===== src/rtl/cpu_pkg.sv =====
// Shared types for the accumulator CPU control path: opcodes, sequencer states, ALU ops.
package cpu_pkg;

    localparam int DEF_ADDR_W = 5;

    typedef enum logic [2:0] {
        OP_NOP = 3'b000,
        OP_LDA = 3'b001,
        OP_ADD = 3'b010,
        OP_SUB = 3'b011,
        OP_STA = 3'b100,
        OP_JMP = 3'b101,
        OP_JZ  = 3'b110,
        OP_HLT = 3'b111
    } opcode_t;

    typedef enum logic [2:0] {
        ST_FETCH  = 3'd0,
        ST_DECODE = 3'd1,
        ST_MEM    = 3'd2,
        ST_EXEC   = 3'd3,
        ST_HALT   = 3'd4
    } seq_state_t;

    typedef enum logic [1:0] {
        ALU_PASS = 2'b00,
        ALU_ADD  = 2'b01,
        ALU_SUB  = 2'b10
    } alu_op_t;

endpackage


===== src/rtl/ctrl_sequencer_if.sv =====
// Sequencer-side bundle: instruction/data memory handshakes, PC control and datapath strobes.
interface ctrl_sequencer_if #(
    parameter int ADDR_W  = cpu_pkg::DEF_ADDR_W,
    parameter int INSTR_W = ADDR_W + 3
);
    logic [INSTR_W-1:0] instr;
    logic               imem_ready;
    logic               dmem_ready;
    logic               acc_zero;
    logic               imem_req;
    logic               dmem_req;
    logic               dmem_we;
    logic [ADDR_W-1:0]  dmem_addr;
    logic               pc_en;
    logic               pc_load;
    logic [ADDR_W-1:0]  pc_target;
    logic               acc_load;
    logic [1:0]         alu_op;
    logic               halted;

    modport master (
        input  instr, imem_ready, dmem_ready, acc_zero,
        output imem_req, dmem_req, dmem_we, dmem_addr, pc_en, pc_load,
               pc_target, acc_load, alu_op, halted
    );

    modport slave (
        output instr, imem_ready, dmem_ready, acc_zero,
        input  imem_req, dmem_req, dmem_we, dmem_addr, pc_en, pc_load,
               pc_target, acc_load, alu_op, halted
    );
endinterface


===== src/rtl/ctrl_sequencer_decoder.sv =====
// Opcode classifier: class flags steering the sequencer FSM plus the ALU operation.
module instr_decoder
    import cpu_pkg::*;
(
    input  opcode_t opcode_i,
    output logic    is_mem_o,
    output logic    is_store_o,
    output logic    is_jump_o,
    output logic    is_cond_o,
    output logic    is_halt_o,
    output alu_op_t alu_op_o
);
    always_comb begin
        is_mem_o   = 1'b0;
        is_store_o = 1'b0;
        is_jump_o  = 1'b0;
        is_cond_o  = 1'b0;
        is_halt_o  = 1'b0;
        alu_op_o   = ALU_PASS;
        case (opcode_i)
            OP_LDA: is_mem_o = 1'b1;
            OP_ADD: begin
                is_mem_o = 1'b1;
                alu_op_o = ALU_ADD;
            end
            OP_SUB: begin
                is_mem_o = 1'b1;
                alu_op_o = ALU_SUB;
            end
            OP_STA: begin
                is_mem_o   = 1'b1;
                is_store_o = 1'b1;
            end
            OP_JMP: is_jump_o = 1'b1;
            OP_JZ: begin
                is_jump_o = 1'b1;
                is_cond_o = 1'b1;
            end
            OP_HLT: is_halt_o = 1'b1;
            default: ;
        endcase
    end
endmodule


===== src/rtl/ctrl_sequencer.sv =====
// Fetch/decode/execute sequencer: owns the state and IR registers, drives PC, memories and ACC strobes.
module ctrl_sequencer
    import cpu_pkg::*;
#(
    parameter int ADDR_W  = DEF_ADDR_W,
    parameter int INSTR_W = ADDR_W + 3
) (
    input  logic              clk,
    input  logic              rst,
    ctrl_sequencer_if.master  bus
);
    seq_state_t         state_q, state_d;
    logic [INSTR_W-1:0] ir_q, ir_d;

    logic    dec_mem, dec_store, dec_jump, dec_cond, dec_halt;
    alu_op_t dec_alu;

    instr_decoder u_dec (
        .opcode_i   (opcode_t'(ir_q[INSTR_W-1:ADDR_W])),
        .is_mem_o   (dec_mem),
        .is_store_o (dec_store),
        .is_jump_o  (dec_jump),
        .is_cond_o  (dec_cond),
        .is_halt_o  (dec_halt),
        .alu_op_o   (dec_alu)
    );

    always_ff @(posedge clk) begin
        if (rst) begin
            state_q <= ST_FETCH;
            ir_q    <= '0;
        end else begin
            state_q <= state_d;
            ir_q    <= ir_d;
        end
    end

    always_comb begin
        state_d = state_q;
        ir_d    = ir_q;
        case (state_q)
            ST_FETCH: begin
                if (bus.imem_ready) begin
                    ir_d    = bus.instr;
                    state_d = ST_DECODE;
                end
            end
            ST_DECODE: begin
                if (dec_halt)     state_d = ST_HALT;
                else if (dec_mem) state_d = ST_MEM;
                else              state_d = ST_FETCH;
            end
            ST_MEM: begin
                if (bus.dmem_ready) state_d = dec_store ? ST_FETCH : ST_EXEC;
            end
            ST_EXEC: state_d = ST_FETCH;
            ST_HALT: state_d = ST_HALT;
            default: state_d = ST_FETCH;
        endcase
    end

    // Operand and ALU op are always visible; consumers qualify them with the strobes.
    always_comb begin
        bus.imem_req  = 1'b0;
        bus.dmem_req  = 1'b0;
        bus.dmem_we   = 1'b0;
        bus.pc_en     = 1'b0;
        bus.pc_load   = 1'b0;
        bus.acc_load  = 1'b0;
        bus.halted    = 1'b0;
        bus.dmem_addr = ir_q[ADDR_W-1:0];
        bus.pc_target = ir_q[ADDR_W-1:0];
        bus.alu_op    = dec_alu;
        case (state_q)
            ST_FETCH: begin
                bus.imem_req = 1'b1;
                bus.pc_en    = bus.imem_ready;
            end
            ST_DECODE: begin
                if (dec_jump && (!dec_cond || bus.acc_zero)) begin
                    bus.pc_en   = 1'b1;
                    bus.pc_load = 1'b1;
                end
            end
            ST_MEM: begin
                bus.dmem_req = 1'b1;
                bus.dmem_we  = dec_store;
            end
            ST_EXEC: bus.acc_load = 1'b1;
            ST_HALT: bus.halted   = 1'b1;
            default: ;
        endcase
    end
endmodule


===== src/flat_wrapper.sv =====
// flat-port wrapper written by rule: the top's interface ports become plain ports
module ctrl_sequencer_flat import cpu_pkg::*;
#(
    parameter int ADDR_W  = DEF_ADDR_W,
    parameter int INSTR_W = ADDR_W + 3
)
  (clk, rst, bus_instr, bus_imem_ready, bus_dmem_ready, bus_acc_zero, bus_imem_req, bus_dmem_req, bus_dmem_we, bus_dmem_addr, bus_pc_en, bus_pc_load, bus_pc_target, bus_acc_load, bus_alu_op, bus_halted);
  ctrl_sequencer_if #(.ADDR_W(ADDR_W), .INSTR_W(INSTR_W)) bus_i ();
  input  logic clk;
  input  logic rst;
  input wire logic [$bits(bus_i.instr)-1:0] bus_instr;
  input wire logic [$bits(bus_i.imem_ready)-1:0] bus_imem_ready;
  input wire logic [$bits(bus_i.dmem_ready)-1:0] bus_dmem_ready;
  input wire logic [$bits(bus_i.acc_zero)-1:0] bus_acc_zero;
  output wire logic [$bits(bus_i.imem_req)-1:0] bus_imem_req;
  output wire logic [$bits(bus_i.dmem_req)-1:0] bus_dmem_req;
  output wire logic [$bits(bus_i.dmem_we)-1:0] bus_dmem_we;
  output wire logic [$bits(bus_i.dmem_addr)-1:0] bus_dmem_addr;
  output wire logic [$bits(bus_i.pc_en)-1:0] bus_pc_en;
  output wire logic [$bits(bus_i.pc_load)-1:0] bus_pc_load;
  output wire logic [$bits(bus_i.pc_target)-1:0] bus_pc_target;
  output wire logic [$bits(bus_i.acc_load)-1:0] bus_acc_load;
  output wire logic [$bits(bus_i.alu_op)-1:0] bus_alu_op;
  output wire logic [$bits(bus_i.halted)-1:0] bus_halted;
  assign bus_i.instr = bus_instr;
  assign bus_i.imem_ready = bus_imem_ready;
  assign bus_i.dmem_ready = bus_dmem_ready;
  assign bus_i.acc_zero = bus_acc_zero;
  assign bus_imem_req = bus_i.imem_req;
  assign bus_dmem_req = bus_i.dmem_req;
  assign bus_dmem_we = bus_i.dmem_we;
  assign bus_dmem_addr = bus_i.dmem_addr;
  assign bus_pc_en = bus_i.pc_en;
  assign bus_pc_load = bus_i.pc_load;
  assign bus_pc_target = bus_i.pc_target;
  assign bus_acc_load = bus_i.acc_load;
  assign bus_alu_op = bus_i.alu_op;
  assign bus_halted = bus_i.halted;
  ctrl_sequencer #(.ADDR_W(ADDR_W), .INSTR_W(INSTR_W)) u_core (.clk(clk), .rst(rst), .bus(bus_i));
endmodule

===== config.mk =====
export PLATFORM = sky130hd
export DESIGN_NAME = ctrl_sequencer_flat
export DESIGN_NICKNAME = d
export VERILOG_FILES = /design/src/rtl/cpu_pkg.sv /design/src/rtl/ctrl_sequencer_if.sv /design/src/rtl/ctrl_sequencer_decoder.sv /design/src/rtl/ctrl_sequencer.sv /design/src/flat_wrapper.sv
export SDC_FILE = /design/constraint.sdc
export NUM_CORES = 1
export LEC_CHECK = 0
export CAP_MARGIN = 20
export CORE_ASPECT_RATIO = 1.2
export CORE_MARGIN = 4
export CORE_UTILIZATION = 35
export CTS_CLUSTER_SIZE = 28
export DETAILED_ROUTE_END_ITERATION = 16
export HOLD_SLACK_MARGIN = 0.1
export PLACE_DENSITY = 0.68
export SYNTH_ARGS = -nofsm -noshare
export SYNTH_HDL_FRONTEND = slang
export SYNTH_SLANG_ARGS = --single-unit

===== constraint.sdc =====
create_clock -name clk -period 1.5 [get_ports clk]
set_input_delay 0.15 -clock clk [delete_from_list [all_inputs] [get_ports clk]]
set_output_delay 0.15 -clock clk [all_outputs]
set_load 0.005 [all_outputs]

==> flow_summary.ini, run 1 <==
[global_routing]
gr-total-overflow = 0
grt_pass1_vias = 664
grt_max_degree = 12
grt.total_usage = 0.150
grt_pass1_wl_mm = 2.84
antenna_found_initial = 0

[die]
ios = 32
fp.dieW_um = 48.1
rows = 17
design.core.area_mm2 = 0.00183
floorplan.initialDensity = 0.369
dieHeight_um = 56.1
die-area_mm2 = 0.00270

[power_and_ir_drop]
p_leak_nw = 0.464
vdd_drop_max_mv = 0.346
p_per_area_mw_per_mm2 = 746
p_total_uw = 823

[sta]
setup_violations = 1
max_freq_mhz = 662
slew_violations = 0
post-route-min-period_ps = 1510
rsz0062_at_grt = true
slew_headroom = 0.636
period_share = 1.01
worstMarginPinSlew_ps = 545
setup_ws_ps = -9.76
skew_ps = 4.12
hold_violations = 0

[cells_and_area]
area_growth_pct = 63.6
num-nets-final = 131
antennaDiodeCount = 0
drive_gt1_frac = 0.436

[routing]
met1_length_um = 643
antenna_left = 0
viasPerCell = 5.18
routed.top_layer = met4
dr_total_vias = 705
drc = 0
wl_met3_um = 110
first_iter_violations = 8
drt-pass1-iter-count = 4
avgRoutedWirePerCell_um = 13.1
drt-total-wl_mm = 1.78
wl_met2_um = 966

[setup_path]
path_max_fanout = 8
path_class = reg -> reg
cp-start-kind = flop
crit_arrival_ps = 1660
cp.required_ps = 1650
cpPeakStageDelay_ps = 630
crit_chain = buf_6 -> buf_6 -> or4b_4 -> nand2_2 -> a21oi_1
critical_path.slowest_cell = or4b_4
worstSetupEndpointType = flop
cp_common_cell = buf_6

[run_status]
status = finished, violations left
violations = negative setup slack

[placed_design]
portBuffers = 31
place_ws_ps = -150
post-dp-hpwl_mm = 1.29
gp_congestion = 0.804

[yosys]
synth_top_cell_by_area = dfxtp_1
yosysWarnings = 0
synth-edff-count = 0
synth.area.top_cells = dfxtp_1, buf_4, nand2_1
yosys_register_bits = 11
synthesis.nets = 96
ys_top_cells_by_count = nand2_1, buf_4, dfxtp_1
synth_top_area_share = 0.327
synthArstFlopShare = 0
syn_avg_cell_area_um2 = 8.13
ys.flop_type = dfxtp_1
yosysSeqAreaShare = 0.327
synth_area_um2 = 674
synth_most_common_cell = nand2_1
yosys.cell_types.count = 27
synthCells = 83

[clocking]
clk_path_buf_depth = 2
htreeDepth = 1
root_buffer = clkbuf_4
cts.reportedPaths.clkPinSlew_ps = 70
cts_buffers = 3
clk_latency_ps = 280
cts_tree = done
cts_sinks = 11

[job]
drv_cap = 0

[worst_hold_path]
hold_class = in -> reg
placed cells by master, fill, tap and decap left out, types with 2 or more instances in the layout:
master | netlist | layout
clkdlybuf4s50_1 | 0 | 22
buf_4 | 11 | 11
nand2_1 | 18 | 10
nand2_2 | 0 | 8
a21oi_2 | 0 | 6
buf_6 | 2 | 6
dfxtp_1 | 11 | 6
dlygate4sd2_1 | 0 | 5
nor2_1 | 4 | 4
a211oi_1 | 3 | 3
clkbuf_4 | 0 | 3
dfxtp_2 | 0 | 3
a311o_1 | 2 | 2
a21oi_1 | 8 | 2
clkbuf_2 | 0 | 2
dfxtp_4 | 0 | 2
state kept, by name (all words and copies together), names as in the netlist:
register        cells
u_core.ir_q         8
u_core.state_q      3
per-layer routing:
| metal | vias to the layer above | track usage |
|---|---|---|
| met5 | - | 0 |
| met4 | 0 | 0.104 |
| met3 | 5 | 0.0324 |
| met2 | 27 | 0.244 |
| met1 | 332 | 0.158 |
| li1 | 341 | - |
kinds of logic (layout without fill, tap and decap cells):
group / after synthesis / count (layout) / synth area share
flip-flops: 11 / 11 / 0.327
AND/OR/NAND/NOR: 35 / 35 / 0.293
AO/OA/AOI/OAI: 17 / 17 / 0.163
multiplexers: 1 / 1 / 0.0148
buffers and inverters: 19 / 53 / 0.202
critical path: cells and delay by family, from the launching register on:
kind,cells,cell delay [ps]
compound gates,1,60
simple gates,2,730
buf+inv,2,220
flops,1,370
path summary, 6_finish.rpt:
| kind | to | from | cells past startpoint | slack (ps) |
|---|---|---|---|---|
| worst max register to register | u_core.ir_q[4] | u_core.state_q[1] | 5 | -10 |
| worst max-delay path | u_core.ir_q[4] | u_core.state_q[1] | 5 | -10 |
| worst min-delay path | u_core.ir_q[6] | bus_instr[6] | 3 | 420 |
| worst min register to register | u_core.ir_q[4] | u_core.ir_q[4] | 2 | 470 |
report_power, final:
part           switching, mW  total [mW]  internal [mW]
clock                  0.111       0.211         0.0991
combinational          0.112       0.277          0.165
sequential            0.0230       0.336          0.313
total                  0.246       0.823          0.577
repair_timing:
| item | 4_1_cts | 5_1_grt |
|---|---|---|
| endpoints found under the setup margin | 9 | 12 |
| pin swaps | 4 | 15 |
| hold buffers | 0 | 0 |
| buffers inserted | 2 | 2 |
| gates resized for setup | 29 | 23 |
final cells by class:
| class | count | area, um^2 |
|---|---|---|
| fill | 174 | 726 |
| timing repair buffer | 47 | 429 |
| multi-input combinational | 53 | 384 |
| sequential | 11 | 231 |
| tap | 19 | 23.8 |
| clock buffer | 3 | 22.5 |
| inverter | 2 | 7.51 |
| clock inverter | 1 | 5.00 |
metrics by stage:
stage,instances,hold WS (ps),instance area [um^2],utilization,TNS [ps]
floorplan,83,223,674,-,0
global placement,128,454,970,0.530,-627
detailed placement,128,459,970,0.530,-827
CTS,134,401,1030,0.565,-8.86
global route,136,417,1100,0.603,-284
finish,136,419,1100,0.603,-9.76
Power figures use the tool's default switching activity.
==> run 2, diff against run 1 <==
--- a/config.mk
+++ b/config.mk
@@ -6,8 +6,6 @@
 export NUM_CORES = 1
 export LEC_CHECK = 0
 export CAP_MARGIN = 20
-export CORE_ASPECT_RATIO = 1.2
-export CORE_MARGIN = 4
 export CORE_UTILIZATION = 35
 export CTS_CLUSTER_SIZE = 28
 export DETAILED_ROUTE_END_ITERATION = 16
==> run 2 against run 1 <==
Effect of this change:
- combinational power shrank 16%
- power shrank 6.2%
- the run now ends clean
- worst hold slack gained 1.9 ps
- critical path depth is the same
- flip-flop and latch count is the same
- non-clock buffer count shrank 4
- first-iteration DRC count grew to 2.6 times the previous value
- largest power group unchanged
==> flow_summary.ini, run 2 (same netlist as run 1, synthesis figures left out) <==
[run_status]
status = complete, no violations

[sta]
skew_ps = 4.29
hold_violations = 0
max_freq_mhz = 699
post-route-min-period_ps = 1430
period_share = 0.954
slew_violations = 0
slew_headroom = 0.730
finalSetupTns_ps = 0
worstMarginPinSlew_ps = 404
setup_violations = 0

[placed_design]
post-dp-hpwl_mm = 1.14
gp_congestion = 0.758
portBuffers = 31

[routing]
viasPerCell = 4.71
first_iter_violations = 21
drt-total-wl_mm = 1.60
drc = 0
dr_total_vias = 650
antenna_left = 0
avgRoutedWirePerCell_um = 11.6
drt-pass1-iter-count = 4

[die]
dieHeight_um = 45.9
fp.dieW_um = 45.9
floorplan.initialDensity = 0.382
design.core.area_mm2 = 0.00176
die-area_mm2 = 0.00211
ios = 32
rows = 15

[setup_path]
reg2regPathDepth = 4
worstSetupEndpointType = output pin
cp-start-kind = flop
worstReg2RegStart = u_core.state_q[2]
crit_arrival_ps = 1280
ff2ff_setup_slack_ps = 80
path_class = reg -> out
path_max_fanout = 6
r2r_end = u_core.ir_q[2]
cp.required_ps = 1350

[power_and_ir_drop]
p_leak_nw = 0.458
p_per_area_mw_per_mm2 = 756
vdd_drop_max_mv = 0.600

[global_routing]
grt_pass1_vias = 561
grt.total_usage = 0.168
gr-total-overflow = 0
antenna_found_initial = 0
grt_max_degree = 12
grt_pass1_wl_mm = 2.42

[cells_and_area]
largest-register = u_core.ir_q
final_cell_mix = clkdlybuf4s50_1, nand2_1, buf_4, a21oi_1, dfxtp_1
final_util = 0.579
largest_registers = u_core.ir_q x8, u_core.state_q x3
drive_gt1_frac = 0.257
antennaDiodeCount = 0
num-nets-final = 127
final_common_cell = clkdlybuf4s50_1
largest_register_ffs = 8
area_growth_pct = 51.6

[clocking]
cts.reportedPaths.clkPinSlew_ps = 70
cts-hold-fix-buffers = 0
clk_latency_ps = 270
clk_path_buf_depth = 2
htreeDepth = 1
root_buffer = clkbuf_4
cts_tree = done
cts_buffers = 3
cts_sinks = 11

[job]
drv_cap = 0

[worst_hold_path]
holdCritStartpoint = bus_instr[6]
min_path_cells = 3
hold_class = in -> reg
holdPathEnd = u_core.ir_q[6]
==> run 2: cell count changes in the layout (fill, tap and decap cells not counted), sizes merged <==
cell	previous run	this run
dlymetal6s2s	0	2
clkinv	1	0
clkbuf	5	4
buf	18	14
==> run 2: where the power goes <==
part	switching, mW	total, mW	internal, mW
combinational	0.0896	0.232	0.143
clock	0.0984	0.201	0.103
sequential	0.0264	0.339	0.312
==> run 2: how the worst max path moves through the flow <==
stage,from,to
after floorplan,u_core.state_q[1],u_core.ir_q[7]
after global placement,bus_imem_ready,bus_pc_en
after detailed placement,bus_imem_ready,bus_pc_en
after CTS,u_core.state_q[1],bus_dmem_we
after global routing,u_core.state_q[1],bus_acc_load
final,u_core.state_q[0],bus_halted
==> run 2: worst max-delay path: stages (launching register included) <==
cell and delay, ps:
dfxtp_4 380, buf_4 150, nor2_1 90, nand2_1 100, inv_2 70, dlygate4sd2_1 220
==> run 2: repair_timing <==
item | in CTS | in global routing
gates resized for setup | 21 | 8
pin swaps | 3 | 5
setup buffers | 2 | 2
setup endpoints to repair | 9 | 3
==> run 2: area by class of cell <==
cell class,count,area (um^2)
Fill cell,182,742
Timing Repair Buffer,43,389
Multi-Input combinational cell,53,332
Sequential cell,11,236
Tap cell,25,31.3
Clock buffer,4,26.3
Inverter,2,7.51
==> run 2: metal layers <==
metal	share of wire	vias up	GRT usage
li1	-	336	-
met1	0.45	298	0.194
met2	0.50	14	0.270
met3	0.035	2	0.0595
met4	0.017	0	0.0882
met5	0	-	0
==> run 2: through the flow <==
stage	setup WS [ps]	hold WS (ps)	cells	cell area, um^2	power, mW
after CTS	-198	418	138	1010	0.777
final	68.7	421	138	1020	0.772
after global placement	-187	454	132	962	0.570
after floorplan	246	223	83	674	0.475
after detailed placement	-200	462	132	962	0.574
after global routing	-6.34	430	138	1020	0.820
==> run 3, diff against run 2 <==
--- a/config.mk
+++ b/config.mk
@@ -5,12 +5,12 @@
 export SDC_FILE = /design/constraint.sdc
 export NUM_CORES = 1
 export LEC_CHECK = 0
-export CAP_MARGIN = 20
 export CORE_UTILIZATION = 35
 export CTS_CLUSTER_SIZE = 28
 export DETAILED_ROUTE_END_ITERATION = 16
 export HOLD_SLACK_MARGIN = 0.1
 export PLACE_DENSITY = 0.68
+export SKIP_LAST_GASP = 1
 export SYNTH_ARGS = -nofsm -noshare
 export SYNTH_HDL_FRONTEND = slang
 export SYNTH_SLANG_ARGS = --single-unit
==> run 3 against run 2 <==
Effect of this change:
- the flow now finishes with violations (negative setup slack)
- final area grew 4.0%
- register-to-register slack worse by 110 ps
- clock power barely moved
- fmax is 12% lower
- die area did not move
- worst hold slack got worse by 1.7 ps
- non-clock buffer count is 3 higher
- flip-flop and latch count did not move
- critical path type unchanged
- highest routed layer unchanged
==> flow_summary.ini, run 3 (same netlist as run 1, synthesis figures left out) <==
[setup_path]
cp.required_ps = 1350
path_max_fanout = 6
worstSetupEndpointType = output pin
crit_buf_inv = 2
ff2ff_setup_slack_ps = -30
crit_family = buffers and inverters
critical_path.slowest_cell = clkdlybuf4s50_1
path_class = reg -> out
cp-start-kind = flop
cpPeakStageDelay_ps = 520
crit_chain = buf_4 -> nor3b_2 -> clkdlybuf4s50_1
crit_arrival_ps = 1480

[power_and_ir_drop]
p_per_area_mw_per_mm2 = 735
p_total_uw = 782
p_leak_nw = 0.474
vdd_drop_max_mv = 0.607

[placed_design]
placed_area_um2 = 962
portBuffers = 31
gp_congestion = 0.758
post-dp-hpwl_mm = 1.14

[routing]
first_iter_violations = 12
drc = 0
drt-pass1-iter-count = 4
viasPerCell = 4.57
avgRoutedWirePerCell_um = 11.8
drt-total-wl_mm = 1.66
antenna_left = 0
dr_total_vias = 645

[sta]
setup_violations = 10
hold_ws_ps = 419
setup_ws_ps = -128
hold_violations = 0
slew_violations = 0
post-route-min-period_ps = 1630
period_share = 1.09
slew_headroom = 0.718
max_freq_mhz = 614
finalSetupTns_ps = -347
worstMarginPinSlew_ps = 421
rsz0062_at_grt = true
skew_ps = 4.22

[run_status]
violations = negative setup slack
status = finished, violations left

[clocking]
htreeDepth = 1
cts_tree = done
cts_buffers = 3
cts_sinks = 11
cts-hold-fix-buffers = 0
cts.reportedPaths.clkPinSlew_ps = 70
root_buffer = clkbuf_4
clk_path_buf_depth = 2
clk_latency_ps = 270

[cells_and_area]
nFillCells = 175
antennaDiodeCount = 0
largest_register_ffs = 8
final_cell_mix = clkdlybuf4s50_1, nand2_1, buf_4, a21oi_1, dfxtp_1
largest_registers = u_core.ir_q x8, u_core.state_q x3
area_growth_pct = 57.7
final_common_cell = clkdlybuf4s50_1
drive_gt1_frac = 0.276
design_area_mm2 = 0.00106
final_util = 0.603
largest-register = u_core.ir_q
num-nets-final = 130

[die]
die-area_mm2 = 0.00211
fp.dieW_um = 45.9
dieHeight_um = 45.9
floorplan.initialDensity = 0.382
ios = 32
design.core.area_mm2 = 0.00176
rows = 15

[global_routing]
grt_pass1_vias = 563
grt.total_usage = 0.168
grt_max_degree = 12
gr-total-overflow = 0
grt_pass1_wl_mm = 2.42
antenna_found_initial = 0

[job]
drv_cap = 0

[worst_hold_path]
hold_class = in -> reg
[run 3: metal layers]
layer / global-route usage / part of all wire / vias up
li1: - / - / 341
met1: 0.194 / 0.44 / 286
met2: 0.270 / 0.50 / 16
met3: 0.0595 / 0.040 / 2
met4: 0.0882 / 0.016 / 0
met5: 0 / 0 / -
[run 3: power by group]
part	leakage [nW]	switching [mW]	total, mW	internal [mW]
Combinational	0.365	0.0940	0.242	0.148
Sequential	0.0935	0.0248	0.337	0.312
Clock	0.0150	0.0995	0.203	0.103
[run 3: worst paths after layout]
path,from,to,cells past startpoint
hold reg to reg,u_core.ir_q[0],u_core.ir_q[0],2
setup reg to reg,u_core.state_q[2],u_core.ir_q[2],5
hold / removal,bus_instr[0],u_core.ir_q[0],3
setup / recovery,u_core.state_q[0],bus_acc_load,3
[run 3: tightest hold or removal path, cell delays in order]
cell	delay, ps
clkdlybuf4s50_1	390
nand2_1	50
a21oi_1	50
[run 3: timing repair]
item / in CTS / in global routing
setup buffers: 2 / 3
resized for setup: 15 / 11
setup endpoints to repair: 9 / 5
pin swaps: 3 / 3
[run 3: cell type report]
class	count	area, um^2	share of cell area
Inverter	2	7.51	0.00706
Multi-Input combinational cell	53	337	0.316
Timing Repair Buffer	46	425	0.400
Clock buffer	4	26.3	0.0247
Tap cell	25	31.3	0.0294
Sequential cell	11	236	0.222
[run 3: stage by stage]
| step | std cells | setup WS (ps) |
|---|---|---|
| finish | 141 | -128 |
| global route | 141 | -190 |
| CTS | 138 | -198 |
| detailed placement | 132 | -200 |
| global placement | 132 | -187 |
| floorplan | 83 | 246 |
